## src/rtl/uart_ctrl_pkg.sv

```systemverilog
// rtl/uart_ctrl_pkg.sv - shared types and defaults for the UART-to-accelerator sequencer
package uart_ctrl_pkg;

    typedef enum logic [1:0] {
        IDLE  = 2'd0,
        LOAD  = 2'd1,
        START = 2'd2,
        RUN   = 2'd3
    } state_e;

    localparam int DEF_NUM_PIXELS  = 784;
    localparam int DEF_ADDR_W      = 10;
    localparam int DEF_TIMEOUT_CYC = 200000;
    localparam int DEF_CLS_W       = 4;

endpackage

```

## src/rtl/byte_gap_timer.sv

```systemverilog
// rtl/byte_gap_timer.sv - counts idle cycles between received bytes, pulses expired at the limit
module byte_gap_timer #(
    parameter int TIMEOUT_CYC = 200000
) (
    input  logic clock,
    input  logic reset,
    input  logic clear,
    input  logic enable,
    output logic expired
);

    localparam int CNT_W = $clog2(TIMEOUT_CYC + 1);
    localparam logic [CNT_W-1:0] LIMIT = CNT_W'(TIMEOUT_CYC - 1);

    logic [CNT_W-1:0] cnt_q;
    logic [CNT_W-1:0] cnt_d;

    // Fires on the cycle that would be the TIMEOUT_CYC-th idle one; a byte that cycle suppresses it.
    assign expired = enable && !clear && (cnt_q == LIMIT);

    always_comb begin
        cnt_d = cnt_q;
        if (clear || !enable || expired) begin
            cnt_d = '0;
        end else begin
            cnt_d = cnt_q + CNT_W'(1);
        end
    end

    always_ff @(posedge clock or posedge reset) begin
        if (reset) begin
            cnt_q <= '0;
        end else begin
            cnt_q <= cnt_d;
        end
    end

endmodule

```

## src/rtl/uart_inference_ctrl.sv

```systemverilog
// rtl/uart_inference_ctrl.sv - loads one UART image into ifmap SRAM, starts the core, latches the class
module uart_inference_ctrl
    import uart_ctrl_pkg::*;
#(
    parameter int NUM_PIXELS  = DEF_NUM_PIXELS,
    parameter int ADDR_W      = DEF_ADDR_W,
    parameter int TIMEOUT_CYC = DEF_TIMEOUT_CYC,
    parameter int CLS_W       = DEF_CLS_W
) (
    input  logic              clock,
    input  logic              reset,
    input  logic              rx_valid,
    input  logic [7:0]        rx_data,
    output logic              sram_wen,
    output logic [ADDR_W-1:0] sram_addr,
    output logic [7:0]        sram_wdata,
    output logic              accel_start,
    input  logic              accel_done,
    input  logic [CLS_W-1:0]  accel_class,
    output logic [CLS_W-1:0]  result,
    output logic              result_valid,
    output logic              busy,
    output logic              err_timeout,
    output logic              err_overrun
);

    localparam logic [ADDR_W-1:0] LAST_PIX = ADDR_W'(NUM_PIXELS - 1);

    state_e            state_q, state_d;
    logic [ADDR_W-1:0] pix_q, pix_d;
    logic              wen_q, wen_d;
    logic [ADDR_W-1:0] addr_q, addr_d;
    logic [7:0]        wdata_q, wdata_d;
    logic              start_q, start_d;
    logic [CLS_W-1:0]  result_q, result_d;
    logic              rvalid_q, rvalid_d;
    logic              busy_q, busy_d;
    logic              err_to_q, err_to_d;
    logic              err_ov_q, err_ov_d;
    logic              gap_expired;

    byte_gap_timer #(
        .TIMEOUT_CYC(TIMEOUT_CYC)
    ) u_gap_timer (
        .clock  (clock),
        .reset  (reset),
        .clear  (rx_valid || (state_q != LOAD)),
        .enable (state_q == LOAD),
        .expired(gap_expired)
    );

    always_comb begin
        state_d  = state_q;
        pix_d    = pix_q;
        wen_d    = 1'b0;
        addr_d   = addr_q;
        wdata_d  = wdata_q;
        start_d  = 1'b0;
        result_d = result_q;
        rvalid_d = rvalid_q;
        err_to_d = err_to_q;
        err_ov_d = err_ov_q;

        case (state_q)
            IDLE: begin
                if (rx_valid) begin
                    wen_d    = 1'b1;
                    addr_d   = '0;
                    wdata_d  = rx_data;
                    rvalid_d = 1'b0;
                    if (NUM_PIXELS == 1) begin
                        state_d = START;
                        pix_d   = '0;
                    end else begin
                        state_d = LOAD;
                        pix_d   = ADDR_W'(1);
                    end
                end
            end
            LOAD: begin
                if (rx_valid) begin
                    wen_d   = 1'b1;
                    addr_d  = pix_q;
                    wdata_d = rx_data;
                    if (pix_q == LAST_PIX) begin
                        state_d = START;
                        pix_d   = '0;
                    end else begin
                        pix_d = pix_q + ADDR_W'(1);
                    end
                end else if (gap_expired) begin
                    state_d  = IDLE;
                    pix_d    = '0;
                    err_to_d = 1'b1;
                end
            end
            START: begin
                // Entered the cycle after the last write is visible, so the SRAM already holds it.
                start_d = 1'b1;
                state_d = RUN;
                if (rx_valid) begin
                    err_ov_d = 1'b1;
                end
            end
            RUN: begin
                if (rx_valid) begin
                    err_ov_d = 1'b1;
                end
                if (accel_done) begin
                    result_d = accel_class;
                    rvalid_d = 1'b1;
                    state_d  = IDLE;
                end
            end
            default: begin
                state_d = IDLE;
            end
        endcase

        busy_d = (state_d != IDLE);
    end

    always_ff @(posedge clock or posedge reset) begin
        if (reset) begin
            state_q  <= IDLE;
            pix_q    <= '0;
            wen_q    <= 1'b0;
            addr_q   <= '0;
            wdata_q  <= '0;
            start_q  <= 1'b0;
            result_q <= '0;
            rvalid_q <= 1'b0;
            busy_q   <= 1'b0;
            err_to_q <= 1'b0;
            err_ov_q <= 1'b0;
        end else begin
            state_q  <= state_d;
            pix_q    <= pix_d;
            wen_q    <= wen_d;
            addr_q   <= addr_d;
            wdata_q  <= wdata_d;
            start_q  <= start_d;
            result_q <= result_d;
            rvalid_q <= rvalid_d;
            busy_q   <= busy_d;
            err_to_q <= err_to_d;
            err_ov_q <= err_ov_d;
        end
    end

    assign sram_wen     = wen_q;
    assign sram_addr    = addr_q;
    assign sram_wdata   = wdata_q;
    assign accel_start  = start_q;
    assign result       = result_q;
    assign result_valid = rvalid_q;
    assign busy         = busy_q;
    assign err_timeout  = err_to_q;
    assign err_overrun  = err_ov_q;

endmodule

```

## config.mk

```make
export PLATFORM = sky130hd
export DESIGN_NAME = uart_inference_ctrl
export DESIGN_NICKNAME = d
export VERILOG_FILES = /design/src/rtl/uart_ctrl_pkg.sv /design/src/rtl/byte_gap_timer.sv /design/src/rtl/uart_inference_ctrl.sv
export SDC_FILE = /design/constraint.sdc
export NUM_CORES = 1
export LEC_CHECK = 0
export CAP_MARGIN = 10
export CORE_MARGIN = 4
export CORE_UTILIZATION = 40
export CTS_CLUSTER_DIAMETER = 60
export CTS_CLUSTER_SIZE = 16
export DETAILED_ROUTE_END_ITERATION = 12
export PLACE_DENSITY = 0.7
export RECOVER_POWER = 50
export SLEW_MARGIN = 20
export SYNTH_ARGS = -nofsm -noshare
export SYNTH_HDL_FRONTEND = slang
export SYNTH_HIERARCHICAL = 1
export SYNTH_SLANG_ARGS = --single-unit
export TNS_END_PERCENT = 10
```

## constraint.sdc

```tcl
create_clock -name clock -period 2.6 [get_ports clock]
set_input_delay 0.65 -clock clock [delete_from_list [all_inputs] [get_ports clock]]
set_output_delay 0.65 -clock clock [all_outputs]
set_load 0.01 [all_outputs]
```

## Yosys cells after proc, flatten, opt, wreduce, memory -nomap -nowiden

Cells that the tools add are included.

| storage, ports and cells | value |
|---|---|
| word-level logic and storage cells | 66 |
| output and inout bits | 28 |
| flip-flop bits (word level) | 58 |
| input bits | 16 |

| cells by class | value |
|---|---|
| bitwise gates (word level) | 1 |
| multiplexer cells | 21 |
| reductions and logical operators | 20 |
| add/subtract/negate cells | 2 |
| equality and inequality tests | 10 |

Operator list:

| kind | count |
|---|---|
| two-way mux 10 bit | 6 |
| case mux 10 bit (2 select lines) | 2 |
| adder 18 x 1 -> 18 bit (second input constant) | 1 |
| equality test 18 bit (second input constant) | 1 |
| two-way mux 18 bit | 1 |
| AND reduction 3 bit | 4 |
| adder 10 x 1 -> 10 bit (second input constant) | 1 |
| equality test 10 bit (second input constant) | 1 |
| two-way mux 2 bit | 5 |
| case mux 2 bit (4 select lines) | 1 |
| != test 2 bit (second input constant) | 3 |
| AND reduction 2 bit | 3 |
| nonzero test 2 bit | 3 |
| two-way mux 1 bit | 5 |
| equality test 2 bit (second input constant) | 2 |
| OR reduction 2 bit | 2 |
| logical OR 1 bit | 3 |
| != test 3 bit (second input constant) | 1 |
| equality test 2 x 1 -> 1 bit (second input constant) | 1 |
| logical AND 1 bit | 2 |
| logical NOT 1 bit | 2 |
| logical NOT 2 bit | 1 |
| != test 2 x 1 -> 1 bit (second input constant) | 1 |
| case mux 1 bit (2 select lines) | 1 |
| inverter 1 bit | 1 |

## Logic depth before layout (Yosys ltp)

| depth | value |
|---|---|
| depth in word-level cells | 9 |
| mapped depth | 9 |

## Cells and area by module

Netlist, hierarchy kept.

Modules (own cells, without submodules):

| module | times used | cells an instance | area each (µm²) |
|---|---|---|---|
| uart_inference_ctrl | 1 | 171 | 1717.9 |
| byte_gap_timer | 1 | 94 | 929.6 |

## Least setup slack after synthesis

Ideal clock, no wire load.

| path | value |
|---|---|
| path kind | register to register |
| start | register u_gap_timer.cnt_q[9] |
| end | register pix_q[7] |
| clock period less this slack | 2.378 ns |
| required time | 2.523 ns |
| buffers on the path | 0 |
| stages on the path, launching flop included | 9 |
| arrival | 2.301 ns |
| path slack | 0.222 ns |
| library setup time | 0.077 ns |
| cells stage by stage | dfrtp_1 or4b_1 nor4_2 nand3_1 nor2_1 a21oi_2 or2_0 or4_1 a21oi_1 |

| on the way | value |
|---|---|
| cells in the longest elaborated chain, start to end | 4 |

Ends and longest elaborated chain:

| what | line | RTL |
|---|---|---|
| start: declaration | byte_gap_timer.sv:15 | `logic [CNT_W-1:0] cnt_q;` |
| start signal: assignment | byte_gap_timer.sv:34 | `cnt_q <= cnt_d;` |
| equality test 18 bit | byte_gap_timer.sv:19 | `assign expired = enable && !clear && (cnt_q == LIMIT);` |
| logical AND 1 bit | byte_gap_timer.sv:19 |  |
| net gap_expired | uart_inference_ctrl.sv:40 | `logic gap_expired;` |
| != test 3 bit (no line) | - |  |
| AND reduction 3 bit (no line) | - |  |
| end signal: assignment | uart_inference_ctrl.sv:138 | `pix_q <= pix_d;` |
| end: declaration | uart_inference_ctrl.sv:30 | `logic [ADDR_W-1:0] pix_q, pix_d;` |

The timed path passes the listed nets, and every way through them passes these cells.
A chain may end at the register's enable or synchronous reset.

## Worst setup path in the final report

| path | value |
|---|---|
| start | register u_gap_timer.cnt_q[15] |
| end | register pix_q[7] |

Same word-level chain as after synthesis.

==> metrics.txt <==
Slowest Stage Delay on Critical Path ~0.54 ns; final setup vio count 0; DIE HEIGHT 89.36 um; CTS Buffer Depth 2; CP max-delay cell or4b_1; hold wc startpoint err_overrun$_DFFE_PP0P_; Post-CTS Setup Repair Bufs 0; Seq cells post-synth 58; vias after detailed routing 2,071; Post-Place Cells 386; final core utilization a little over half; Fill cells 598; drt first pass iters 4; diode count 0; Leakage 1.459 nW; maximum VDD drop 0.0003751 V; Hold WC Path Type reg -> reg; maxcap violations 0; met2 Resource Use GR 20.90%; reg2reg path depth 8; Area growth, synth to finish 28.17%; first-pass GRT wire length 9.273 mm; vias in the first global route a little under 2,000; element type at the critical path end register; CTS tree yes; Req. time, crit path between 2 and 3 ns; commonest cells after routing, fill and taps aside dfrtp_1 (58), nand2_1 (54), clkdlybuf4s50_1 (41); # resized after CTS 0; total gr overflow 0; ys flop type dfrtp_1; Post-CTS Hold Buffers 0; most used routing layer met1; DRT Wirelength 5.506 mm; routing usage on met1 21.22%; register area share after synthesis 54.82%; Iter 0 DRT Violations 128; post-synthesis cell type count 47; top post-synthesis cells by area dfrtp_1 (55%), nand2_1 (7.7%), xnor2_1 (5.0%), nor2_1 (3.7%), nand3_1 (2.3%); worst slew pin tran 0.9887 ns; Clock Skews 0.006333 ns; Post-DRT Antenna Nets 0; Syn. warnings 6; IO buf count 43; Mapped Avg Cell Area approximately 10 um^2; r2r setup slk 0.12 ns; total power 2.126 mW; number of H-tree levels 3; Slew HR 34.09%; Buffers & Inverters on Critical Path 0; crit-path leading delay family simple AND/OR/NAND/NOR gates; RePlAce Congestion about 0.86; worst setup path class reg -> reg; fin nets approximately 340; All-Layer GR Usage 15.14%; crit-path cells or4b_1 -> nor4_2 -> nand3_1 -> nor2_2 -> a21oi_2 -> or2_0 -> or4_1 -> a21oi_1; Post-Layout Cell Count 402; max-slew violations 0; DP Wirelength roughly 3.8 mm; synthesized net count 283; R2R Path Start u_gap_timer/cnt_q[15]$_DFF_PP0_; status finished clean; DRC 0; Final period util ~95%; Clock Latency Late Sink 0.33 ns; Die ar. 0.007984 mm^2; initial antenna violation count 0; placeable core area 0.006386 mm^2; critical register-to-register path endpoint pix_q[7]$_DFFE_PP0P_; final hold viol count 0; EDFF count, synth 0; Critical Path Source Type register; pwr dens 626.6 mW/mm^2; Ports 44; CTS Sinks 58; cell taking the most area after synthesis dfrtp_1; post-synth top area share 54.82%; Clk pin slew, worst setup/hold paths 0.07 ns; layout cells sized above 1 11.08%; GR Util met3 4.793%; Initial Utilization 41.46%; Die Width 89.36 um; CTS Root Cell clkbuf_8; most common cell after layout, fill and taps aside dfrtp_1; WL per Instance 13.70 um; critical path peak fanout 4; Tmin final 2.476 ns; Worst Hold Depth 1; Design Area, Final between 0.003 and 0.004 mm^2; placed cell area 0.003186 mm^2; num rows 29; Synth async-reset ratio 100.0%; Arr. time, crit path 2.73 ns; Endpoint, Worst Hold err_overrun$_DFFE_PP0P_; CTS buffer count 9; f_max approximately 400 MHz; Vias/cell 5.152; largest net degree at the start of global routing 41; cell area after synthesis 0.002648 mm^2; critical path launch point u_gap_timer/cnt_q[15]$_DFF_PP0_; Mapped Cells 265
==> Yosys cell counts, drive strengths merged, types with 2 or more instances <==
cell / count
clkbuf: 4
and3b: 2
nand4: 6
dfrtp: 58
nand2b: 2
nor3b: 2
nand3b: 2
mux2: 4
xnor2: 15
buf: 5
xor2: 5
nor2b: 3
nor4: 6
ha: 2
nand2: 54
nor3: 5
or4: 3
o21ai: 12
o31ai: 3
inv: 5
or2: 2
a21oi: 9
nor2: 26
and4: 2
nor4b: 2
nand3: 12
==> where the power goes <==
group / internal [mW] / switching (mW)
sequential: 0.953 / 0.0488
clock: 0.558 / 0.343
combinational: 0.116 / 0.106
==> logic make-up (layout without fill, tap and decap cells) <==
family	after synthesis	count (layout)	share of synthesized area (%)
multiplexers	4	4	1.701
XOR/XNOR	20	20	6.616
adder cells (fa/ha/maj)	2	2	0.9450
buffers and inverters	15	75	3.261
AO/OA/AOI/OAI	33	33	7.799
AND/OR/NAND/NOR	133	133	24.86
flip-flops	58	58	54.82
==> worst max path at each step <==
stage,to,slack (ns),cells after the start
finish,pix_q[7]$_DFFE_PP0P_,0.12,8
global route,pix_q[7]$_DFFE_PP0P_,-0.006,8
CTS,pix_q[7]$_DFFE_PP0P_,0.11,8
detailed placement,pix_q[7]$_DFFE_PP0P_,0.03,8
global placement,pix_q[7]$_DFFE_PP0P_,0.10,8
floorplan,pix_q[7]$_DFFE_PP0P_,0.22,8
==> registers in the layout (all words and copies together) (netlist names), 2 cells and up <==
register           cells
sram_addr             10
state_q                2
u_gap_timer/cnt_q     18
sram_wdata             8
pix_q                 10
result                 4
==> through the flow <==
stage	setup WS, ns	setup TNS (ns)	hold slack [ns]
2_1_floorplan	0.2216	0	0.4618
3_3_place_gp	0.1008	0	0.4451
3_5_place_dp	0.03495	0	0.4518
4_1_cts	0.1089	0	0.4719
5_1_grt	-0.006214	-0.009929	0.5063
6_report	0.1241	0	0.4658
==> area by class of cell <==
| type | instances | area (um^2) | share of cell area, % |
|---|---|---|---|
| Multi-Input combinational cell | 192 | 1112 | 32.78 |
| Inverter | 6 | 22.52 | 0.6637 |
| Tap cell | 77 | 96.34 | 2.839 |
| Clock inverter | 6 | 80.08 | 2.360 |
| Sequential cell | 58 | 1451 | 42.77 |
| Clock buffer | 10 | 137.6 | 4.056 |
| Timing Repair Buffer | 53 | 493.0 | 14.53 |
==> layer usage <==
metal | vias up | share of wire [%]
met3 | 10 | 7.3
li1 | 1020 | -
met2 | 61 | 41
met4 | 0 | 2.2
met5 | - | 0
met1 | 980 | 49
(Power assumes the default switching activity.)
